===== src/rtl/weapon_fire_resolver.sv =====
// Weapon-fire consumer: resolves each Firing pulse against the enemy and sequences the fire animation.
// Optional hit flash for the HUD is built only when WEAPON_HIT_FLASH_EN is defined.
module weapon_fire_resolver #(
  parameter int HEALTH_W        = 4,
  parameter int MAX_HEALTH      = 10,
  parameter int DAMAGE          = 3,
  parameter int ANIM_FRAMES     = 4,
  parameter int FRAME_TICKS     = 6,
  parameter int HIT_FLASH_TICKS = 8
) (
  input  logic                           clk,
  input  logic                           rst,
  input  logic [2:0]                     weapon_state,
  input  logic                           frame_tick,
  input  logic                           enemy_in_sight,
  input  logic                           respawn,
  output logic                           anim_active,
  output logic [$clog2(ANIM_FRAMES)-1:0] anim_frame,
  output logic [HEALTH_W-1:0]            enemy_health,
  output logic                           enemy_hit,
  output logic                           enemy_dead,
  output logic [7:0]                     kill_count,
  output logic                           hit_flash
);

  localparam int FW = $clog2(ANIM_FRAMES);
  localparam int TW = (FRAME_TICKS > 1) ? $clog2(FRAME_TICKS) : 1;
  localparam logic [HEALTH_W-1:0] MAX_H      = HEALTH_W'(MAX_HEALTH);
  localparam logic [HEALTH_W-1:0] DMG        = HEALTH_W'(DAMAGE);
  localparam logic [FW-1:0]       LAST_FRAME = FW'(ANIM_FRAMES - 1);
  localparam logic [TW-1:0]       LAST_TICK  = TW'(FRAME_TICKS - 1);

  if (ANIM_FRAMES < 2 || FRAME_TICKS < 1 || HIT_FLASH_TICKS < 1 ||
      MAX_HEALTH >= (1 << HEALTH_W)) begin : g_param_check
    $error("weapon_fire_resolver: illegal parameter set");
  end

  typedef enum logic [1:0] {IDLE, RESOLVE, ANIM} state_t;

  state_t                state, state_nxt;
  logic                  sight_q, sight_nxt;
  logic [TW-1:0]         tick_cnt, tick_cnt_nxt;
  logic                  anim_active_nxt;
  logic [FW-1:0]         anim_frame_nxt;
  logic [HEALTH_W-1:0]   health_nxt;
  logic [HEALTH_W-1:0]   health_after_hit;
  logic                  hit_nxt;
  logic                  dead_nxt;
  logic [7:0]            kills_nxt;
  logic                  fire_evt;
  logic                  frame_done;

  // Only the exact Firing code counts; malformed one-hot values are dropped.
  assign fire_evt         = (weapon_state == 3'b010);
  assign frame_done       = frame_tick && (tick_cnt == LAST_TICK);
  assign health_after_hit = (enemy_health > DMG) ? (enemy_health - DMG) : '0;

  always_ff @(posedge clk or posedge rst) begin
    if (rst) state <= IDLE;
    else     state <= state_nxt;
  end

  always_comb begin
    state_nxt = state;
    case (state)
      IDLE:    if (fire_evt) state_nxt = RESOLVE;
      RESOLVE: state_nxt = ANIM;
      ANIM:    if (frame_done && anim_frame == LAST_FRAME) state_nxt = IDLE;
      default: state_nxt = IDLE;
    endcase
  end

  // Next values for every registered output; respawn overrides the resolve result.
  always_comb begin
    sight_nxt       = sight_q;
    tick_cnt_nxt    = tick_cnt;
    anim_active_nxt = anim_active;
    anim_frame_nxt  = anim_frame;
    health_nxt      = enemy_health;
    hit_nxt         = 1'b0;
    dead_nxt        = enemy_dead;
    kills_nxt       = kill_count;
    case (state)
      IDLE: begin
        if (fire_evt) begin
          sight_nxt       = enemy_in_sight;
          anim_active_nxt = 1'b1;
          anim_frame_nxt  = '0;
        end
      end
      RESOLVE: begin
        tick_cnt_nxt = '0;
        if (sight_q && !enemy_dead && !respawn) begin
          hit_nxt    = 1'b1;
          health_nxt = health_after_hit;
          if (health_after_hit == '0) begin
            dead_nxt = 1'b1;
            if (kill_count != 8'hFF) kills_nxt = kill_count + 8'd1;
          end
        end
      end
      ANIM: begin
        if (frame_tick) begin
          if (tick_cnt == LAST_TICK) begin
            tick_cnt_nxt = '0;
            if (anim_frame == LAST_FRAME) begin
              anim_active_nxt = 1'b0;
              anim_frame_nxt  = '0;
            end else begin
              anim_frame_nxt = anim_frame + FW'(1);
            end
          end else begin
            tick_cnt_nxt = tick_cnt + TW'(1);
          end
        end
      end
      default: ;
    endcase
    if (respawn) begin
      health_nxt = MAX_H;
      dead_nxt   = 1'b0;
    end
  end

  always_ff @(posedge clk or posedge rst) begin
    if (rst) begin
      sight_q      <= 1'b0;
      tick_cnt     <= '0;
      anim_active  <= 1'b0;
      anim_frame   <= '0;
      enemy_health <= MAX_H;
      enemy_hit    <= 1'b0;
      enemy_dead   <= 1'b0;
      kill_count   <= 8'd0;
    end else begin
      sight_q      <= sight_nxt;
      tick_cnt     <= tick_cnt_nxt;
      anim_active  <= anim_active_nxt;
      anim_frame   <= anim_frame_nxt;
      enemy_health <= health_nxt;
      enemy_hit    <= hit_nxt;
      enemy_dead   <= dead_nxt;
      kill_count   <= kills_nxt;
    end
  end

`ifdef WEAPON_HIT_FLASH_EN
  localparam int FLW = (HIT_FLASH_TICKS > 1) ? $clog2(HIT_FLASH_TICKS) : 1;
  localparam logic [FLW-1:0] LAST_FLASH = FLW'(HIT_FLASH_TICKS - 1);

  logic [FLW-1:0] flash_cnt;

  // A new hit restarts the flash window even while it is already lit.
  always_ff @(posedge clk or posedge rst) begin
    if (rst) begin
      hit_flash <= 1'b0;
      flash_cnt <= '0;
    end else if (hit_nxt) begin
      hit_flash <= 1'b1;
      flash_cnt <= '0;
    end else if (hit_flash && frame_tick) begin
      if (flash_cnt == LAST_FLASH) begin
        hit_flash <= 1'b0;
        flash_cnt <= '0;
      end else begin
        flash_cnt <= flash_cnt + FLW'(1);
      end
    end
  end
`else
  assign hit_flash = 1'b0;
`endif

endmodule


===== config.mk =====
export PLATFORM = sky130hd
export DESIGN_NAME = weapon_fire_resolver
export DESIGN_NICKNAME = d
export VERILOG_FILES = /design/src/rtl/weapon_fire_resolver.sv
export SDC_FILE = /design/constraint.sdc
export NUM_CORES = 1
export LEC_CHECK = 0
export CAP_MARGIN = 20
export CORE_MARGIN = 2
export CORE_UTILIZATION = 40
export DETAILED_ROUTE_END_ITERATION = 10
export GPL_TIMING_DRIVEN = 0
export PLACE_DENSITY = 0.69
export SYNTH_ARGS = -nofsm -noshare
export SYNTH_HDL_FRONTEND = slang
export SYNTH_SLANG_ARGS = --single-unit

===== constraint.sdc =====
create_clock -name clk -period 1.73 [get_ports clk]
set_input_delay 0.173 -clock clk [delete_from_list [all_inputs] [get_ports clk]]
set_output_delay 0.173 -clock clk [all_outputs]
set_load 0.05 [all_outputs]

==> flow_metrics.tcl <==
set metrics [dict create \
    h-tree-depth 1 \
    grt_first_pass_wirelength_mm 4.15 \
    dp_cells 167 \
    tightest_slew_ps 874 \
    finalClockSkew_ps 2.17 \
    syn-num-nets 121 \
    routed_wirelength_mm 2.51 \
    power.density_nw_per_um2 957 \
    hpwl_mm 1.80 \
    final_area_um2 1630 \
    num_io_pins 26 \
    synth_most_common_cell "dfrtp_1" \
    hp-class "in2async" \
    postRouteAntennaNets 0 \
    max_clock_freq_ghz 0.525 \
    status "finished with violations" \
    die-height_um 59.2 \
    drt-vias-per-instance 5.35 \
    diodes 0 \
    syn_to_final_growth_pct 33.2 \
    synth.top_cells.by_count "dfrtp_1 (21), nand2_1 (8), nor2_1 (8)" \
    max_stage_delay_ps 650 \
    num_vias 942 \
    clock_latency_ps 300 \
    async_flop_share_pct 100 \
    cts_hold_buffers 0 \
    drive_gt1_share_pct 22.4 \
    antenna_found_initial 0 \
    worstPathMaxFanout 5 \
    total_power_mw 1.56 \
    relSlewSlack_pct 41.7 \
    synth_area_per_cell_um2 11.1 \
    grt-ovfl-total 0 \
    fin_cells 176 \
    post-route-period-util_pct 110 \
    netlist_area_um2 1220 \
    utilization_pct 54.6 \
    die_area_um2 3510 \
    grt_pass1_vias 911 \
    cts.clk_slew.worst_paths_ps 120 \
    slowest_stage "dfstp_4" \
    path_buf_inv 0 \
    coreArea_um2 2980 \
    rows 20 \
    die_x_um 59.2 \
    critPathLaunchType "register" \
    ys_types 40 \
    layout_setup_ws_ps -173 \
    p_leak_nw 0.776 \
    critical_path_arrival_ps 2100 \
    clock_path_buffers 2 \
    violations "setup timing" \
    synth_edf_count 0 \
    ir_worst_vdd_mv 0.474 \
    yosysSeqAreaShare_pct 47.4 \
    drv_cap 0 \
    cp-end-kind "register" \
    place_congestion 0.793 \
    cts_buffers 3 \
    critPathKind "reg2reg" \
    worstPathRequired_ps 1930 \
    synth-seq-cells 23 \
    placement.io_buffers 24 \
    syn_inst 110 \
    yosysWarnings 0 \
    grt_use_total_pct 15.5 \
    synth.top_cell.area_share_pct 43.1 \
    hold_ws_ps 349 \
    hold_violations 0 \
    clockRootBuffer "clkbuf_4" \
    fillers 288 \
    post_drt_wl_per_cell_um 14.2 \
    synth_area_leaders "dfrtp_1 (43%), dfstp_2 (4.3%), ha_1 (3.1%)" \
    placed_area_um2 1530 \
    final_nets 155 \
    crit_family "flip-flops" \
    setup_viol 9 \
    finalMaxSlewViolations 0 \
    initial_core_util_pct 41.0 \
    drc_errors 0 \
    cts.sinks 23 \
    rsz0062_at_grt "yes" \
    drt-pass1-iter-count 4 \
    min_period_ps 1900 \
    drtIter0Drc 26 \
    cts_tree "done" \
    ys.flop_type "dfrtp_1" \
    synth_largest_area_cell "dfrtp_1" \
    path_cells "ha_4, nor4bb_1, a211o_2, nand3_4, mux2_2" \
    grt_max_degree 24 \
]
-- metrics by stage --
stage | setup TNS (ps) | setup WS, ps
after detailed placement | -803 | -160
after CTS | -926 | -159
after global placement | -429 | -106
after floorplan | -811 | -160
after global routing | -1870 | -250
final | -1210 | -173
-- state kept, by name, indices dropped and copies added, names as in the netlist, 2 cells and up --
name / cells
kill_count: 8
enemy_health: 4
tick_cnt: 3
anim_frame: 2
state: 2
-- timing repair --
| action | in CTS | in global routing |
|---|---|---|
| resized for setup | 15 | 9 |
| pin swaps | 4 | 5 |
| endpoints found under the setup margin | 19 | 13 |
| buffers inserted | 3 | 3 |
-- placed cells by master (no fill, tap or decap), drive strengths merged --
cell type	netlist	layout
o211ai	1	1
dfstp	2	2
o32ai	1	1
clkbuf	1	5
mux2	2	2
and4	1	1
a211o	3	3
xnor2	3	3
dlymetal6s2s	0	4
nand4bb	1	1
ha	3	3
clkdlybuf4s15	0	1
nand3	7	7
inv	6	6
nand2	8	8
a41oi	1	1
a21oi	4	4
dfrtp	21	21
conb	1	1
nor2	9	9
clkdlybuf4s50	0	9
a32o	2	2
o21ai	6	6
nor4bb	1	1
and2	2	2
a21o	3	3
and3	1	1
nand3b	2	2
a22oi	1	1
buf	3	8
nor4b	2	2
xor2	4	4
nand4	2	2
nor3b	1	1
dlygate4sd2	0	10
nor3	5	5
-- final cells by class --
class | instances | area, um2 | area share [%]
multi-input cells | 77 | 633 | 39.0
flip-flops and latches | 23 | 583 | 35.9
repair buffers | 29 | 284 | 17.5
well taps | 33 | 41.3 | 2.54
plain buffers | 4 | 35.0 | 2.16
clock buffers | 4 | 26.3 | 1.62
inverters | 6 | 22.5 | 1.39
-- path summary, 6_finish.rpt --
kind                                        startpoint                           to  slack (ps)  cells past startpoint
setup / recovery           enemy_health[1]$_DFFE_PP1P_    kill_count[1]$_DFFE_PP0P_        -170                      5
hold / removal                                     rst         state[1]$_DFFE_PP0P_         350                      2
setup reg to reg           enemy_health[1]$_DFFE_PP1P_    kill_count[1]$_DFFE_PP0P_        -170                      5
hold reg to reg                anim_active$_DFFE_PP0P_      anim_active$_DFFE_PP0P_         490                      1
max in group asynchronous                          rst  enemy_health[0]$_DFFE_PP0P_         790                      2
min in group clk               anim_active$_DFFE_PP0P_      anim_active$_DFFE_PP0P_         490                      1
-- power breakdown --
group / switching [mW] / internal (mW) / total [mW]
clock: 0.150 / 0.0897 / 0.239
combinational: 0.342 / 0.249 / 0.591
sequential: 0.0905 / 0.635 / 0.726
-- layer usage --
layer,part of all wire [%],global-route usage [%]
met1,45,21.5
met5,0,0
met4,0.48,4.87
met2,50,24.5
met3,4.2,2.84
-- cells by family after synthesis --
logic type	synth area share [%]
buffers and inverters	4.72
multiplexers	1.85
flip-flops	47.4
adder cells (fa/ha/maj)	3.08
XOR/XNOR	5.03
AND/OR/NAND/NOR	25.1
AO/OA/AOI/OAI	12.5
other	0.307
(Power assumes the default switching activity.)
